--- src/rtl/commit_trace_fifo_pkg.sv ---
// Shared types for the commit-trace recorder: register-file aliases and the trace entry layout.
package commit_trace_fifo_pkg;

  localparam logic ENABLE  = 1'b1;
  localparam logic DISABLE = 1'b0;

  typedef logic        Bit_t;
  typedef logic [4:0]  Reg_addr_t;
  typedef logic [31:0] Reg_data_t;

  localparam int unsigned TRACE_DROP_W = 16;

  typedef enum logic [1:0] {
    TRACE_SKIP = 2'd0,
    TRACE_REG  = 2'd1,
    TRACE_HILO = 2'd2
  } Trace_kind_t;

  // 2 + 32 + 5 + 32 + 32 = 103 bits
  typedef struct packed {
    Trace_kind_t kind;
    Reg_data_t   cycle;
    Reg_addr_t   addr;
    Reg_data_t   data0;
    Reg_data_t   data1;
  } Trace_entry_t;

endpackage

--- src/rtl/sync_fifo.sv ---
// Generic single-clock FIFO; separate occupancy count disambiguates full from empty.
module sync_fifo #(
  parameter type         elem_t = logic [7:0],
  parameter int unsigned DEPTH  = 16,
  localparam int unsigned PTR_W = $clog2(DEPTH),
  localparam int unsigned CNT_W = PTR_W + 1
) (
  input  logic             clk,
  input  logic             rst,
  input  logic             push,
  input  elem_t            push_data,
  input  logic             pop,
  output elem_t            pop_data,
  output logic             full,
  output logic             empty,
  output logic [CNT_W-1:0] count
);

  elem_t            mem [DEPTH];
  logic [PTR_W-1:0] wr_ptr_q, rd_ptr_q;
  logic [CNT_W-1:0] cnt_q;
  logic             do_push, do_pop;

  assign full  = (cnt_q == CNT_W'(DEPTH));
  assign empty = (cnt_q == '0);
  assign count = cnt_q;

  // A pop frees a slot in the same edge, so push while full is accepted only alongside a pop.
  assign do_pop  = pop & ~empty;
  assign do_push = push & (~full | do_pop);

  // Empty FIFO presents all-zero data rather than a stale slot.
  assign pop_data = empty ? '0 : mem[rd_ptr_q];

  // Pointer and occupancy state.
  always_ff @(posedge clk or posedge rst) begin
    if (rst) begin
      wr_ptr_q <= '0;
      rd_ptr_q <= '0;
      cnt_q    <= '0;
    end else begin
      if (do_push) wr_ptr_q <= wr_ptr_q + PTR_W'(1);
      if (do_pop)  rd_ptr_q <= rd_ptr_q + PTR_W'(1);
      cnt_q <= cnt_q + CNT_W'(do_push) - CNT_W'(do_pop);
    end
  end

  // Storage write; contents need no reset.
  always_ff @(posedge clk) begin
    if (do_push) mem[wr_ptr_q] <= push_data;
  end

endmodule

--- src/rtl/commit_trace_fifo.sv ---
// Commit-trace recorder: classifies each enabled writeback cycle into a numbered entry and queues it.
module commit_trace_fifo
  import commit_trace_fifo_pkg::*;
#(
  parameter int unsigned DEPTH       = 16,
  parameter bit          RECORD_SKIP = 1'b1
) (
  input  logic                    clk,
  input  logic                    rst,
  input  logic                    trace_en,
  input  logic                    reg_write_enable,
  input  logic [4:0]              reg_write_addr,
  input  logic [31:0]             reg_write_data,
  input  logic                    hilo_we,
  input  logic [31:0]             hi_data,
  input  logic [31:0]             lo_data,
  output logic                    rd_valid,
  input  logic                    rd_ready,
  output logic [1:0]              rd_kind,
  output logic [31:0]             rd_cycle,
  output logic [4:0]              rd_addr,
  output logic [31:0]             rd_data0,
  output logic [31:0]             rd_data1,
  output logic [$clog2(DEPTH):0]  fill_count,
  output logic [15:0]             dropped_count,
  output logic                    overflow
);

  Reg_data_t                 cycle_q;
  logic [TRACE_DROP_W-1:0]   dropped_q;
  Bit_t                      overflow_q;
  Trace_entry_t              entry, head;
  Bit_t                      push, full, empty, drop, sampling;

  assign sampling = (trace_en == ENABLE);

  // Classify the current cycle: register write wins over HI/LO, otherwise SKIP.
  always_comb begin
    entry       = '0;
    entry.cycle = cycle_q + 32'd1;
    push        = DISABLE;
    if (reg_write_enable) begin
      entry.kind  = TRACE_REG;
      entry.addr  = reg_write_addr;
      entry.data0 = reg_write_data;
      push        = sampling;
    end else if (hilo_we) begin
      entry.kind  = TRACE_HILO;
      entry.data0 = hi_data;
      entry.data1 = lo_data;
      push        = sampling;
    end else begin
      entry.kind  = TRACE_SKIP;
      push        = sampling & RECORD_SKIP;
    end
  end

  // A push is lost only when full and the consumer is not taking the head this edge.
  assign drop = push & full & ~rd_ready;

  sync_fifo #(
    .elem_t (Trace_entry_t),
    .DEPTH  (DEPTH)
  ) u_fifo (
    .clk       (clk),
    .rst       (rst),
    .push      (push),
    .push_data (entry),
    .pop       (rd_ready),
    .pop_data  (head),
    .full      (full),
    .empty     (empty),
    .count     (fill_count)
  );

  // Cycle counter and drop accounting; counter advances even when the entry is dropped.
  always_ff @(posedge clk or posedge rst) begin
    if (rst) begin
      cycle_q    <= '0;
      dropped_q  <= '0;
      overflow_q <= DISABLE;
    end else begin
      if (sampling) cycle_q <= cycle_q + 32'd1;
      if (drop) begin
        overflow_q <= ENABLE;
        if (dropped_q != '1) dropped_q <= dropped_q + TRACE_DROP_W'(1);
      end
    end
  end

  assign rd_valid      = ~empty;
  assign rd_kind       = head.kind;
  assign rd_cycle      = head.cycle;
  assign rd_addr       = head.addr;
  assign rd_data0      = head.data0;
  assign rd_data1      = head.data1;
  assign dropped_count = dropped_q;
  assign overflow      = overflow_q;

endmodule

--- config.mk ---
export PLATFORM = sky130hd
export DESIGN_NAME = commit_trace_fifo
export DESIGN_NICKNAME = d
export VERILOG_FILES = /design/src/rtl/commit_trace_fifo_pkg.sv /design/src/rtl/sync_fifo.sv /design/src/rtl/commit_trace_fifo.sv
export SDC_FILE = /design/constraint.sdc
export NUM_CORES = 1
export LEC_CHECK = 0
export BUFFER_PORTS_ARGS = -buffer_cell sky130_fd_sc_hd__buf_2
export CORE_ASPECT_RATIO = 0.75
export CORE_UTILIZATION = 62
export CTS_CLUSTER_SIZE = 24
export DETAILED_ROUTE_END_ITERATION = 7
export MAX_ROUTING_LAYER = met4
export PLACE_DENSITY_LB_ADDON = 0.08
export SLEW_MARGIN = 10
export SYNTH_ARGS = -nofsm -noshare
export SYNTH_HDL_FRONTEND = slang
export SYNTH_SLANG_ARGS = --single-unit
export TNS_END_PERCENT = 100
--- constraint.sdc ---
create_clock -name clk -period 10 [get_ports clk]
set_input_delay 0 -clock clk [delete_from_list [all_inputs] [get_ports clk]]
set_output_delay 0 -clock clk [all_outputs]
set_load 0.01 [all_outputs]
==> impl.org <==
** Route
- The first detailed-routing pass ran for 7 iterations.
- In the final routed layout, each cell accounts on average for 29.6 um.
- For this block, the initial DRC count from the detailed router was 2954.
- Detailed routing inserted a total of 31618 vias.
- Number of nets still failing antenna checks after routing :: 0
- Post-detailed-routing wire length :: 145000 um
- Residual DRC count :: 0
- In the routed layout, each cell is associated on average with a via count of 6.47.

** Yosys
- Dividing the synthesized area by the synthesized cell count gives 22.6 um^2.
- In the synthesized netlist the async set-or-reset flop fraction comes to 0.0363.
- Number of distinct standard cells referenced by the synthesized netlist :: 37
- Dominant synthesized flop cell :: sky130_fd_sc_hd__edfxtp_1
- The synthesized design contains 1710 register bits.
- Net Count, Synth :: 3071
- During synthesis, Yosys emitted a total of 0 warnings.
- Cell area after synthesis :: 0.0666 mm^2
- Of the synthesized area, sequential elements account for 0.767.
- In the synthesized netlist, the number of instances is 2950.
- Count of flip-flops with a built-in enable after synthesis :: 1648

** Worst setup path
- CP endpoint kind :: primary output
- By startpoint and endpoint, the worst setup path is classified as reg2out.
- Of all nets on the critical path, the largest fanout is 49.
- Kind of start point of the critical path :: flip-flop
- Worst EP arrival :: 4.85 ns
- Data on the critical path is required at its endpoint by 10.00 ns.

** Run status
- The run finished with clean final reports.

** Placement
- Post-placement cell count :: 4498
- # port buffers :: 232
- Placed cell area :: 0.0695 mm^2
- Global placement routability congestion :: 0.759
- Prior to clock tree synthesis, the placed netlist has a worst setup slack of 5.70 ns.
- Detailed placement finished with a half-perimeter wire length of 70500 um.

** Layout
- Ratio of cells with drive above 1 in the final layout :: 0.340
- In the layout the commonest cells are 1648 x sky130_fd_sc_hd__edfxtp_1, 412 x sky130_fd_sc_hd__mux4_2, 232 x sky130_fd_sc_hd__buf_2.
- Layout Nets :: 3463
- Fill cells in the final layout number 6145.
- Post-layout instance area :: 0.0759 mm^2
- Layout Area Growth over Synthesis :: 14.0%
- Leaving out fill and tap cells, the most frequent cell in the layout is sky130_fd_sc_hd__edfxtp_1.
- Non-filler cells in the finished layout :: 4888

** Power
- Static leakage :: 24.8 nW
- VDD sags by at most 305 uV.
- Total Power :: 21.5 mW
- Power spread over the standard cell area amounts to 284 mW/mm^2.

** Clock network
- Cts repair resizes :: 0
- Max H-tree Level :: 4
- Clock slew at the register clock pins of the worst setup and hold paths :: 0.06 ns
- Clock insertion delay at the later pin of the skew report :: 0.77 ns
- TritonCTS built the clock tree.
- Cts bufs inserted :: 158
- No sink is reached through more buffers than the 3 on the longest clock path.
- Num Clock Sinks :: 1710
- The tree is rooted in a sky130_fd_sc_hd__clkbuf_16.

** STA
- After layout, the minimum clock period comes to 4.85 ns.
- RSZ-0062 raised after global routing :: false
- # setup viols final :: 0
- Across all setup checks in the final design, the least slack found is 5.15 ns.
- The max-slew violation count is 0.
- For the final database, setup skew stands at 0.0252 ns.
- In this run the tightest slew margin relative to its limit is 0.191.
- Part of the cycle the worst path needs :: 0.485
- For the pin with the worst max-slew slack, the measured transition is 1.20 ns.
- The number of endpoints with negative hold slack in the final report is 0.
- Summed over all failing endpoints, the final setup total negative slack is 0 ns.
- Maximum clock rate :: 206 MHz

** Floorplanning
- The die is 380 um wide.
- Height of the chip :: 286 um
- The floorplan step defined a die boundary enclosing 0.109 mm^2.
- Number of top-level pins :: 233
- Core area :: 0.106 mm^2
- Starting utilization of the core area :: 0.629
- After floorplanning, the core was divided into 103 placement rows.

** Global routing
- First-pass GRT wire length :: 214000 um
- Across every metal layer, demand over resource in global routing totals 0.280.
- Via count of the first global-routing pass :: 32788
- For this run the aggregate overflow at the end of global routing stands at 0.
- Pin count of the biggest net entering global routing :: 178
- Antenna violations before repair :: 3

** Worst hold path
- The worst hold path belongs to the class in2async.

** Flow run
- Max-cap violations in this run came to 0.
where the power goes:
group	internal [mW]	switching (mW)
logic	2.99	3.33
clock network	3.63	2.52
registers	8.72	0.337
total	15.3	6.19
registers in the layout, indices dropped and copies added (netlist names):
name,flops
u_fifo.rd_ptr_q,4
u_fifo.wr_ptr_q,4
dropped_count,16
cycle_q,32
u_fifo.count,5
u_fifo.mem,1648
overflow,1
synthesized netlist by cell type (3+ instances only):
cell type / number / area share
sky130_fd_sc_hd__edfxtp_1: 1648 / 0.74
sky130_fd_sc_hd__mux4_2: 412 / 0.14
sky130_fd_sc_hd__mux2_2: 210 / 0.036
sky130_fd_sc_hd__a22o_1: 134 / 0.018
sky130_fd_sc_hd__clkbuf_1: 98 / 0.0055
sky130_fd_sc_hd__dfrtp_1: 62 / 0.023
sky130_fd_sc_hd__nor2_1: 49 / 0.0028
sky130_fd_sc_hd__xnor2_1: 46 / 0.0061
sky130_fd_sc_hd__xor2_1: 39 / 0.0051
sky130_fd_sc_hd__and2_1: 38 / 0.0036
sky130_fd_sc_hd__buf_2: 38 / 0.0029
sky130_fd_sc_hd__nand2_1: 37 / 0.0021
sky130_fd_sc_hd__buf_1: 26 / 0.0015
sky130_fd_sc_hd__nand4_1: 20 / 0.0019
sky130_fd_sc_hd__nand3_1: 18 / 0.0014
sky130_fd_sc_hd__inv_1: 17 / 0.00096
sky130_fd_sc_hd__ha_1: 13 / 0.0024
sky130_fd_sc_hd__nor3_1: 7 / 0.00053
sky130_fd_sc_hd__and4_1: 6 / 0.00079
sky130_fd_sc_hd__and3_1: 5 / 0.00047
sky130_fd_sc_hd__nor2b_1: 3 / 0.00028
sky130_fd_sc_hd__o21ai_0: 3 / 0.00023
final cells by class:
class                      instances  area [um^2]  area share
multi-input combinational       1061        15000       0.198
inverter                          17         63.8    0.000840
timing repair buffer             394         2710      0.0356
clock inverter                    75          883      0.0116
sequential                      1710        51100       0.672
tap                             1417         1770      0.0234
antenna                            2         5.00   0.0000659
clock buffer                     212         4440      0.0585
worst paths after layout:
kind | from | slack (ns) | endpoint | depth (start not counted)
min in group clk | hi_data[7] | 0.04 | u_fifo.mem[6][39] | 2
max in group asynchronous | rst | 9.34 | u_fifo.rd_ptr_q[1] | 4
setup / recovery | u_fifo.rd_ptr_q[1] | 5.15 | rd_cycle[8] | 6
hold reg to reg | overflow | 0.46 | overflow | 1
hold / removal | rst | 0.04 | u_fifo.rd_ptr_q[0] | 4
setup reg to reg | u_fifo.count[3] | 5.82 | u_fifo.mem[4][48] | 8
critical path: stages, from the launching register on:
cell	delay [ns]
sky130_fd_sc_hd__dfrtp_4	1.02
sky130_fd_sc_hd__buf_4	0.90
sky130_fd_sc_hd__buf_4	0.74
sky130_fd_sc_hd__mux4_2	0.60
sky130_fd_sc_hd__mux2_2	0.28
sky130_fd_sc_hd__a22o_1	0.25
sky130_fd_sc_hd__buf_2	0.15
cells by family (layout without fill, tap and decap cells):
group | Yosys count | count (layout) | synth area share
flip-flops | 1710 | 1710 | 0.767
buffers and inverters | 179 | 698 | 0.0108
multiplexers | 622 | 622 | 0.175
XOR/XNOR | 85 | 85 | 0.0112
AND/OR/NAND/NOR | 199 | 199 | 0.0156
AO/OA/AOI/OAI | 141 | 141 | 0.0183
other | 0 | 2 | 0
adder cells (fa/ha/maj) | 14 | 14 | 0.00274
repair_timing:
action                                 in CTS  in global routing
hold buffers                              101                  0
buffers inserted                            0                  0
endpoints found under the hold margin    1194                  0
setup endpoints to repair                   0                  0
metal layers:
metal | wire length (um) | global-route usage | up-vias
met4 | 3430 | 0.0851 | 0
met1 | 60400 | 0.396 | 16942
met5 | 0 | - | -
met2 | 71500 | 0.435 | 1300
li1 | - | - | 13150
met3 | 9410 | 0.0363 | 226
through the flow:
step	utilization	hold slack [ns]
detailed placement	0.657	0.290
global route	0.718	0.0363
floorplan	-	0.0989
CTS	0.717	0.000631
global placement	0.657	0.274
finish	0.718	0.0363
(Power assumes the default switching activity.)
